==> src/rtl/instruction_cache_pkg.sv <==
// instruction_cache_pkg: shared word type plus the cache FSM states and line geometry.
package rv32i_types;
   typedef logic [31:0] rv32i_word;
endpackage

package icache_types;
   typedef enum logic {IDLE, FETCH} state_t;
   localparam int LINE_W = 256;
   localparam int WSEL_W = 3;
endpackage

==> src/rtl/instruction_cache_array.sv <==
// cache_array: per-set storage with asynchronous read and synchronous write; optional clear on reset.
module cache_array #(
   parameter int S_INDEX = 3,
   parameter int WIDTH = 1,
   parameter bit RESET = 1'b0
)(
   input  logic               clk,
   input  logic               rst,
   input  logic               we,
   input  logic [S_INDEX-1:0] index,
   input  logic [WIDTH-1:0]   din,
   output logic [WIDTH-1:0]   dout
);
   logic [WIDTH-1:0] mem [2**S_INDEX];
   assign dout = mem[index];
   always_ff @(posedge clk)
      if (RESET && rst) mem <= '{default: '0};
      else if (we) mem[index] <= din;
endmodule

==> src/rtl/instruction_cache.sv <==
// instruction_cache: 2-way read-only I-cache, combinational hits, single-burst line fill on miss.
module instruction_cache
   import rv32i_types::*, icache_types::*;
#(
   parameter int S_OFFSET = 5,
   parameter int S_INDEX = 3
)(
   input  logic              clk,
   input  logic              rst,
   input  logic              inst_read,
   input  rv32i_word         inst_addr,
   output logic              inst_resp,
   output rv32i_word         inst_rdata,
   output logic              pmem_read,
   output rv32i_word         pmem_address,
   input  logic [LINE_W-1:0] pmem_rdata,
   input  logic              pmem_resp
);
   localparam int S_TAG = 32 - S_OFFSET - S_INDEX;
   state_t state;
   logic [31-S_OFFSET:0] miss_addr;
   logic [S_TAG-1:0] atag, mtag;
   logic [S_INDEX-1:0] aidx, midx, ridx;
   logic [WSEL_W-1:0] word;
   logic [LINE_W-1:0] data [2];
   logic [LINE_W-1:0] line;
   logic [S_TAG-1:0] tag [2];
   logic [1:0] valid, way_hit;
   logic lru, victim, hit, fill, unused_bits;
   genvar w;
   assign atag = inst_addr[31:S_OFFSET+S_INDEX];
   assign aidx = inst_addr[S_OFFSET+S_INDEX-1:S_OFFSET];
   assign word = inst_addr[S_OFFSET-1:2];
   assign unused_bits = ^inst_addr[1:0];
   assign mtag = miss_addr[31-S_OFFSET:S_INDEX];
   assign midx = miss_addr[S_INDEX-1:0];
   // Lookups only happen in IDLE and fills only in FETCH, so one index serves both.
   assign ridx = (state == FETCH) ? midx : aidx;
   assign way_hit = {valid[1] && tag[1] == atag, valid[0] && tag[0] == atag};
   assign hit = inst_read && state == IDLE && |way_hit;
   assign line = way_hit[0] ? data[0] : data[1];
   assign inst_resp = hit;
   assign inst_rdata = hit ? line[{word, 5'b0} +: 32] : '0;
   assign victim = !valid[0] ? 1'b0 : !valid[1] ? 1'b1 : lru;
   assign fill = state == FETCH && pmem_resp && !rst;
   assign pmem_address = {miss_addr, {S_OFFSET{1'b0}}};
   for (w = 0; w < 2; w++) begin : g_way
      logic we;
      assign we = fill && victim == 1'(w);
      cache_array #(.S_INDEX(S_INDEX), .WIDTH(LINE_W)) u_data (
         .clk(clk), .rst(rst), .we(we), .index(ridx), .din(pmem_rdata), .dout(data[w]));
      cache_array #(.S_INDEX(S_INDEX), .WIDTH(S_TAG)) u_tag (
         .clk(clk), .rst(rst), .we(we), .index(ridx), .din(mtag), .dout(tag[w]));
      cache_array #(.S_INDEX(S_INDEX), .WIDTH(1), .RESET(1'b1)) u_valid (
         .clk(clk), .rst(rst), .we(we), .index(ridx), .din(1'b1), .dout(valid[w]));
   end
   cache_array #(.S_INDEX(S_INDEX), .WIDTH(1), .RESET(1'b1)) u_lru (
      .clk(clk), .rst(rst), .we(hit || fill), .index(ridx),
      .din(fill ? ~victim : way_hit[0]), .dout(lru));
   always_ff @(posedge clk)
      if (rst) begin
         state <= IDLE;
         miss_addr <= '0;
         pmem_read <= 1'b0;
      end else if (state == IDLE) begin
         if (inst_read && !hit) begin
            state <= FETCH;
            miss_addr <= inst_addr[31:S_OFFSET];
            pmem_read <= 1'b1;
         end
      end else if (pmem_resp) begin
         state <= IDLE;
         pmem_read <= 1'b0;
      end
endmodule

==> config.mk <==
export PLATFORM = sky130hd
export DESIGN_NAME = instruction_cache
export DESIGN_NICKNAME = d
export VERILOG_FILES = /design/src/rtl/instruction_cache_pkg.sv /design/src/rtl/instruction_cache_array.sv /design/src/rtl/instruction_cache.sv
export SDC_FILE = /design/constraint.sdc
export NUM_CORES = 2
export LEC_CHECK = 0
export ABC_AREA = 1
export ABC_CLOCK_PERIOD_IN_PS = 24700
export BUFFER_PORTS_ARGS = -buffer_cell sky130_fd_sc_hd__buf_4
export CORE_MARGIN = 5
export CORE_UTILIZATION = 55
export CTS_CLUSTER_DIAMETER = 40
export DETAILED_ROUTE_END_ITERATION = 8
export GPL_TIMING_DRIVEN = 1
export PLACE_DENSITY = 0.79
export SYNTH_ARGS = -nofsm -noshare
export SYNTH_HDL_FRONTEND = slang
export SYNTH_SLANG_ARGS = --single-unit
==> constraint.sdc <==
create_clock -name clk -period 24.7 [get_ports clk]
set_input_delay 1.235 -clock clk [delete_from_list [all_inputs] [get_ports clk]]
set_output_delay 1.235 -clock clk [all_outputs]
set_load 0.02 [all_outputs]
# Yosys cells after proc, flatten, opt, wreduce, memory -nomap -nowiden
# Index checks and enable logic that the tools add are counted.
# word_totals
reg_bits	4533
output_inout_bits	66
# op_classes
magnitude_cmp	2
n_eq_ne	3
n_shift	1
n_mux	44
bitwise	5
reduce_logical	17
# op_table
cell	n
2048-bit bitwise mux	2
256-bit binary-select mux with 3-bit select	2
256-bit 2-to-1 mux	6
256-bit demux with 3-bit select	1
192-bit bitwise mux	2
256-bit by 9-bit indexed part select with 32-bit output	1
24-bit binary-select mux with 3-bit select	2
24-bit 2-to-1 mux	5
24-bit demux with 3-bit select	1
24-bit == test	2
32-bit 2-to-1 mux	1
1-bit 2-to-1 mux	16
8-bit OR	2
1-bit logical AND	10
1-bit binary-select mux with 3-bit select	3
8-bit bitwise mux	1
4-bit greater-or-equal comparator, second input constant	1
4-bit by 1-bit less-than comparator with 1-bit output, second input constant	1
3-bit NOT with 4-bit output	1
2-bit AND reduction	2
1-bit demux with 3-bit select	1
3-bit 2-to-1 mux	1
1-bit logical NOT	2
2-bit != test, second input constant	1
other kinds (4)	5

# Longest topological paths before layout
# depth
word_depth	13
ltp_mapped	26
mapped_depth_nobuf	23

# Hierarchy
# From an unflattened synthesis, not the netlist that was laid out.
# unflattened
hier_cells	21187
area_unflattened_um2	203751.7
# by_module_without_submodules
mod	n_inst	cells_each	area_per_inst_um2	seq_area_each_um2
cache_array at g_way[0].u_data ...	2	8807	88627.5	61499.0
cache_array at g_way[0].u_tag ...	2	792	8385.5	5765.5
instruction_cache	1	1731	8186.6	580.6
cache_array at g_way[0].u_valid ...	3	86	513.0	160.2

# Worst setup path after synthesis
# OpenSTA, ideal clock, no wires.
# synth_path
kind	input port to flip-flop
from	in inst_addr[7]
to	reg g_way[0].u_data.mem[0] (netlist bit), enable pin
arrival_ps	14524
t_required_ps	23770
setup_slack_ps	9246
path_stages	15
path_cell_list	inv_1 -> nand2_1 -> nand2_2 -> nor2_4 -> buf_4 -> nand2_1 -> buf_4 -> buf_4 -> inv_2 -> a22o_1 -> a221oi_1 -> nand4_1 -> nand2_1 -> nand2_1 -> nor2_1
# synth_via
elab_chain_cells	9
word_cells_on_any_way	15
cone_classes	mux: 12; bitwise: 2; reduce/logical: 1
# synth_lines
item	line_no	source
start, declared	instruction_cache.sv:11	input rv32i_word inst_addr,
3-bit 2-to-1 mux (*)	instruction_cache.sv:38	assign ridx = (state == FETCH) ? midx : aidx;
3-bit NOT with 4-bit output (implied by the code) (*)	instruction_cache_array.sv:15	assign dout = mem[index];
1-bit binary-select mux with 3-bit select	instruction_cache_array.sv:15	
1-bit 2-to-1 mux (implied by the code) (2 in a row)	instruction_cache_array.sv:15	
1-bit 2-to-1 mux	instruction_cache.sv:44	assign victim = !valid[0] ? 1'b0 : !valid[1] ? 1'b1 : lru;
1-bit 2-to-1 mux (*)	instruction_cache.sv:44	
1-bit NOT (*)	instruction_cache.sv:49	assign we = fill && victim == 1'(w);
1-bit logical AND (*)	instruction_cache.sv:49	
end signal, assigned by index	instruction_cache_array.sv:18	else if (we) mem[index] <= din;
end, declared	instruction_cache_array.sv:14	logic [WIDTH-1:0] mem [2**S_INDEX];
# Every way passes the cells marked *; elsewhere a longest branch is shown, timed or not. The select of a mux whose other input is x is not followed.
# A chain may end at the register's enable or synchronous reset.

# Final worst setup path
# layout_path
from	reg state
to	out inst_rdata[1]
# layout_via
elab_chain_cells	10
word_cells_on_any_way	31
cone_classes	eq/ne: 2; shift: 1; mux: 21; bitwise: 2; reduce/logical: 5
# layout_lines
item	line_no	source
start, declared	instruction_cache.sv:20	state_t state;
start signal, assigned	instruction_cache.sv:62	state <= IDLE;
start signal, assigned	instruction_cache.sv:67	state <= FETCH;
start signal, assigned	instruction_cache.sv:72	state <= IDLE;
3-bit 2-to-1 mux	instruction_cache.sv:38	
3-bit NOT with 4-bit output (implied by the code)	instruction_cache_array.sv:15	
24-bit binary-select mux with 3-bit select	instruction_cache_array.sv:15	
24-bit 2-to-1 mux (implied by the code) (2 in a row)	instruction_cache_array.sv:15	
24-bit == test	instruction_cache.sv:39	assign way_hit = {valid[1] && tag[1] == atag, valid[0] && tag[0] == atag};
1-bit logical AND	instruction_cache.sv:39	
256-bit 2-to-1 mux or 2-bit OR reduction (tied branches)	instruction_cache.sv:41, instruction_cache.sv:40	
256-bit by 9-bit indexed part select with 32-bit output or 1-bit logical AND (tied branches)	instruction_cache.sv:43, instruction_cache.sv:40	
32-bit 2-to-1 mux (*)	instruction_cache.sv:43	assign inst_rdata = hit ? line[{word, 5'b0} +: 32] : '0;
end, declared	instruction_cache.sv:13	output rv32i_word inst_rdata,
# Marks and branches as above.

==> results_dict.tcl <==
set metrics [dict create \
    hold_depth 1 \
    crit_family "simple AND/OR/NAND/NOR gates" \
    leakagePower_nw 62.1 \
    synth.cells.most_frequent "edfxtp_1, o22ai_1, nand2_1" \
    reg2reg_to "g_way[0].u_data.mem[1870]" \
    synth_top_cell_by_area "edfxtp_1" \
    path_cells "nand2_1 > nand2_8 > buf_4 > nand2_1 > nand2_1 > nand2_1 > nand2_1 > nand2_1 > nand3_1 > nand2_1 > nor2_1 > nand2_1 > nor2_8 > buf_4 > buf_4 > nand3b_1 > nand3_1 > nand3_1 > nand3_1 > nand2_1 > nor2_1 > buf_4" \
    final-hold-violation-count 0 \
    finalSetupTns_ns 0 \
    yosysMostFrequentCell "edfxtp_1" \
    overflow 0 \
    fp.dieArea_um2 320000 \
    drt_iter0_drc 16600 \
    internal-power_w 0.0129 \
    drv_cap 0 \
    nFillCells 20400 \
    die_w_um 566 \
    cpPeakStageDelay_ns 0.84 \
    tightest_slew_ns 1.42 \
    synthCells 10900 \
    die_y_um 566 \
    cts_resized 0 \
    seq_area_frac_synth 0.798 \
    drive_above_1_share 0.145 \
    clkLatencyLatePin_ns 1.03 \
    worst_r2r_path_depth 16 \
    min_path_type "flip-flop to flip-flop" \
    cts_made_buffers 463 \
    cpMostUsedCell "nand2_1" \
    async_flop_share 0 \
    pwr_density_cell_nw_per_um2 86.9 \
    grt_max_degree 124 \
    r2r_start "state" \
    cp_slowest_cell "buf_4" \
    layout.nets 11500 \
    slew_viol_final 0 \
    fin_crit_sh 0.396 \
    synth_top_area_frac 0.792 \
    grt_pass1_vias 105000 \
    clk_pin_slew_ns 0.05 \
    worstPathMaxFanout 98 \
    rsz0062_at_grt "false" \
    coreArea_um2 308000 \
    power_frac_seq 0.509 \
    ioPinCount 358 \
    finish.utilization 0.623 \
    synth_warnings 0 \
    route.vias.total 106000 \
    p_comb_frac 0.069 \
    synthesis.area_um2 170000 \
    vdd_drop_max_uv 80.3 \
    setup_violations 0 \
    synth-edff-count 4480 \
    wire_per_inst_um 31.6 \
    min-delay-start "g_way[0].u_valid.mem[4]" \
    maxSlewHeadroom 0.0512 \
    cts_tree "yes" \
    switching_share 0.230 \
    yosysUniqueCellTypes 45 \
    cp-end-kind "output port" \
    worstPathArrival_ns 8.54 \
    syn2layout_area_growth_pct 13.1 \
    grt_usage 0.305 \
    initial_core_util 0.551 \
    clock.fmax_ghz 0.102 \
    worstPathRequired_ns 23.47 \
    cts_max_level 5 \
    crit_buf_inv 4 \
    finalWirelength_um 501000 \
    dp_hpwl_um 254000 \
    synth.ff_latch_count 4533 \
    detail-route-antenna-nets 0 \
    outcome "finished clean" \
    cts.hold.buffers_added 0 \
    grt_pass1_wl_um 718000 \
    clock_skew_ns 0.0967 \
    clock-sinks 4533 \
    num_rows 204 \
    remaining_drc_errors 0 \
    dr.pass1.iters 6 \
    syn_avg_cell_area_um2 15.6 \
    synth.top_cells.by_area "edfxtp_1, o22ai_1, nand2_1" \
    fin_crit_ns 9.77 \
    synthFlopType "edfxtp_1" \
    hold_end "g_way[0].u_valid.mem[4]" \
    power_switching_w 0.00384 \
    cts_root_buf "clkbuf_16" \
    startpoint_type "flip-flop" \
    vias_per_cell 6.70 \
    clock_path_buffers 4 \
    gp_congestion 0.852 \
    clock_power_share 0.422 \
    port_buffers 350 \
    antenna_found_initial 111 \
    reg2reg_slack_ns 16.18 \
    postCtsSetupRepairBufs 0 \
    path_class "flip-flop to output port" \
]
-- cell usage in the layout (no fill, tap or decap), types with 209 or more instances in the layout --
cell type / instances
o21ai_0: 528
clkbuf_16: 466
nand3_1: 573
o22a_1: 209
nor3_1: 412
o22ai_1: 1040
buf_4: 502
inv_1: 276
or2_2: 396
edfxtp_1: 4480
nand2_1: 793
o221ai_1: 296
nor2_1: 678
-- state kept, by name, summed over array words and instances (netlist names) --
signal,cells
g_way.u_data.mem,4096
g_way.u_tag.mem,384
miss_addr,27
g_way.u_valid.mem,16
u_lru.mem,8
pmem_read,1
state,1
-- worst max-delay path by stage --
| stage | start | end | cells after the start |
|---|---|---|---|
| final | state | inst_rdata[1] | 22 |
| after global routing | state | inst_rdata[18] | 22 |
| after CTS | state | inst_rdata[16] | 22 |
| after detailed placement | inst_addr[5] | inst_rdata[1] | 26 |
| after global placement | inst_addr[5] | inst_rdata[1] | 26 |
| after floorplan | inst_addr[7] | g_way[0].u_data.mem[0] | 15 |
-- cells by family (layout without fill, tap and decap cells) --
group / after synthesis / after routing / synth area share
AO/OA/AOI/OAI: 2264 / 2264 / 0.0876
XOR/XNOR: 2 / 2 / 0.000103
buffers and inverters: 962 / 1693 / 0.0262
flip-flops: 4533 / 4533 / 0.798
other: 1 / 96 / 0.0000221
AND/OR/NAND/NOR: 3134 / 3134 / 0.0881
-- worst register-to-register path: stages (launching register included) --
cell      delay, ns
dfxtp_1        0.56
inv_6          0.09
nand2_1        0.18
nand2_8        0.38
buf_4          0.59
nand2_4        0.66
inv_2          0.10
a22o_1         0.23
a221oi_1       0.28
nand4_1        0.19
nand2_1        0.10
nand2_1        0.48
nor2_4         0.69
buf_4          0.81
buf_4          0.93
buf_4          0.87
buf_4          0.87
-- power groups by stage --
stage / logic [W] / clock network (W) / registers, W
2_1_floorplan: 0.000657 / 0 / 0.00868
3_3_place_gp: 0.00107 / 0 / 0.00866
3_5_place_dp: 0.00110 / 0 / 0.00866
4_1_cts: 0.00112 / 0.00706 / 0.00850
5_1_grt: 0.00123 / 0.00743 / 0.00850
6_report: 0.00115 / 0.00704 / 0.00850
-- cell type report --
| class | count | area, um^2 | share of cell area |
|---|---|---|---|
| diodes | 91 | 228 | 0.00118 |
| clock buffers | 564 | 12100 | 0.0630 |
| clock inverters | 301 | 3520 | 0.0183 |
| inverters | 298 | 1130 | 0.00588 |
| multi-input cells | 5405 | 30200 | 0.157 |
| flip-flops and latches | 4533 | 136000 | 0.705 |
| well taps | 4120 | 5150 | 0.0268 |
| repair buffers | 530 | 4320 | 0.0225 |
-- per-stage QoR --
step | cell area, um^2 | setup slack, ns | instances | hold slack, ns | power, W
4_1_cts | 192000 | 15.17 | 15800 | 0.409 | 0.0167
6_report | 192000 | 14.93 | 15800 | 0.466 | 0.0167
3_3_place_gp | 176000 | 15.55 | 14900 | 0.447 | 0.00973
5_1_grt | 192000 | 14.63 | 15800 | 0.458 | 0.0172
3_5_place_dp | 176000 | 15.54 | 14900 | 0.453 | 0.00977
2_1_floorplan | 170000 | 9.25 | 10900 | 0.441 | 0.00933
-- metal layers --
metal | GRT usage | vias to the layer above | share of wire
li1 | - | 43200 | -
met1 | 0.384 | 52200 | 0.32
met2 | 0.473 | 9205 | 0.46
met3 | 0.0839 | 1596 | 0.15
met4 | 0.187 | 44 | 0.066
met5 | 0 | - | 0.00055
(Power assumes the default switching activity.)
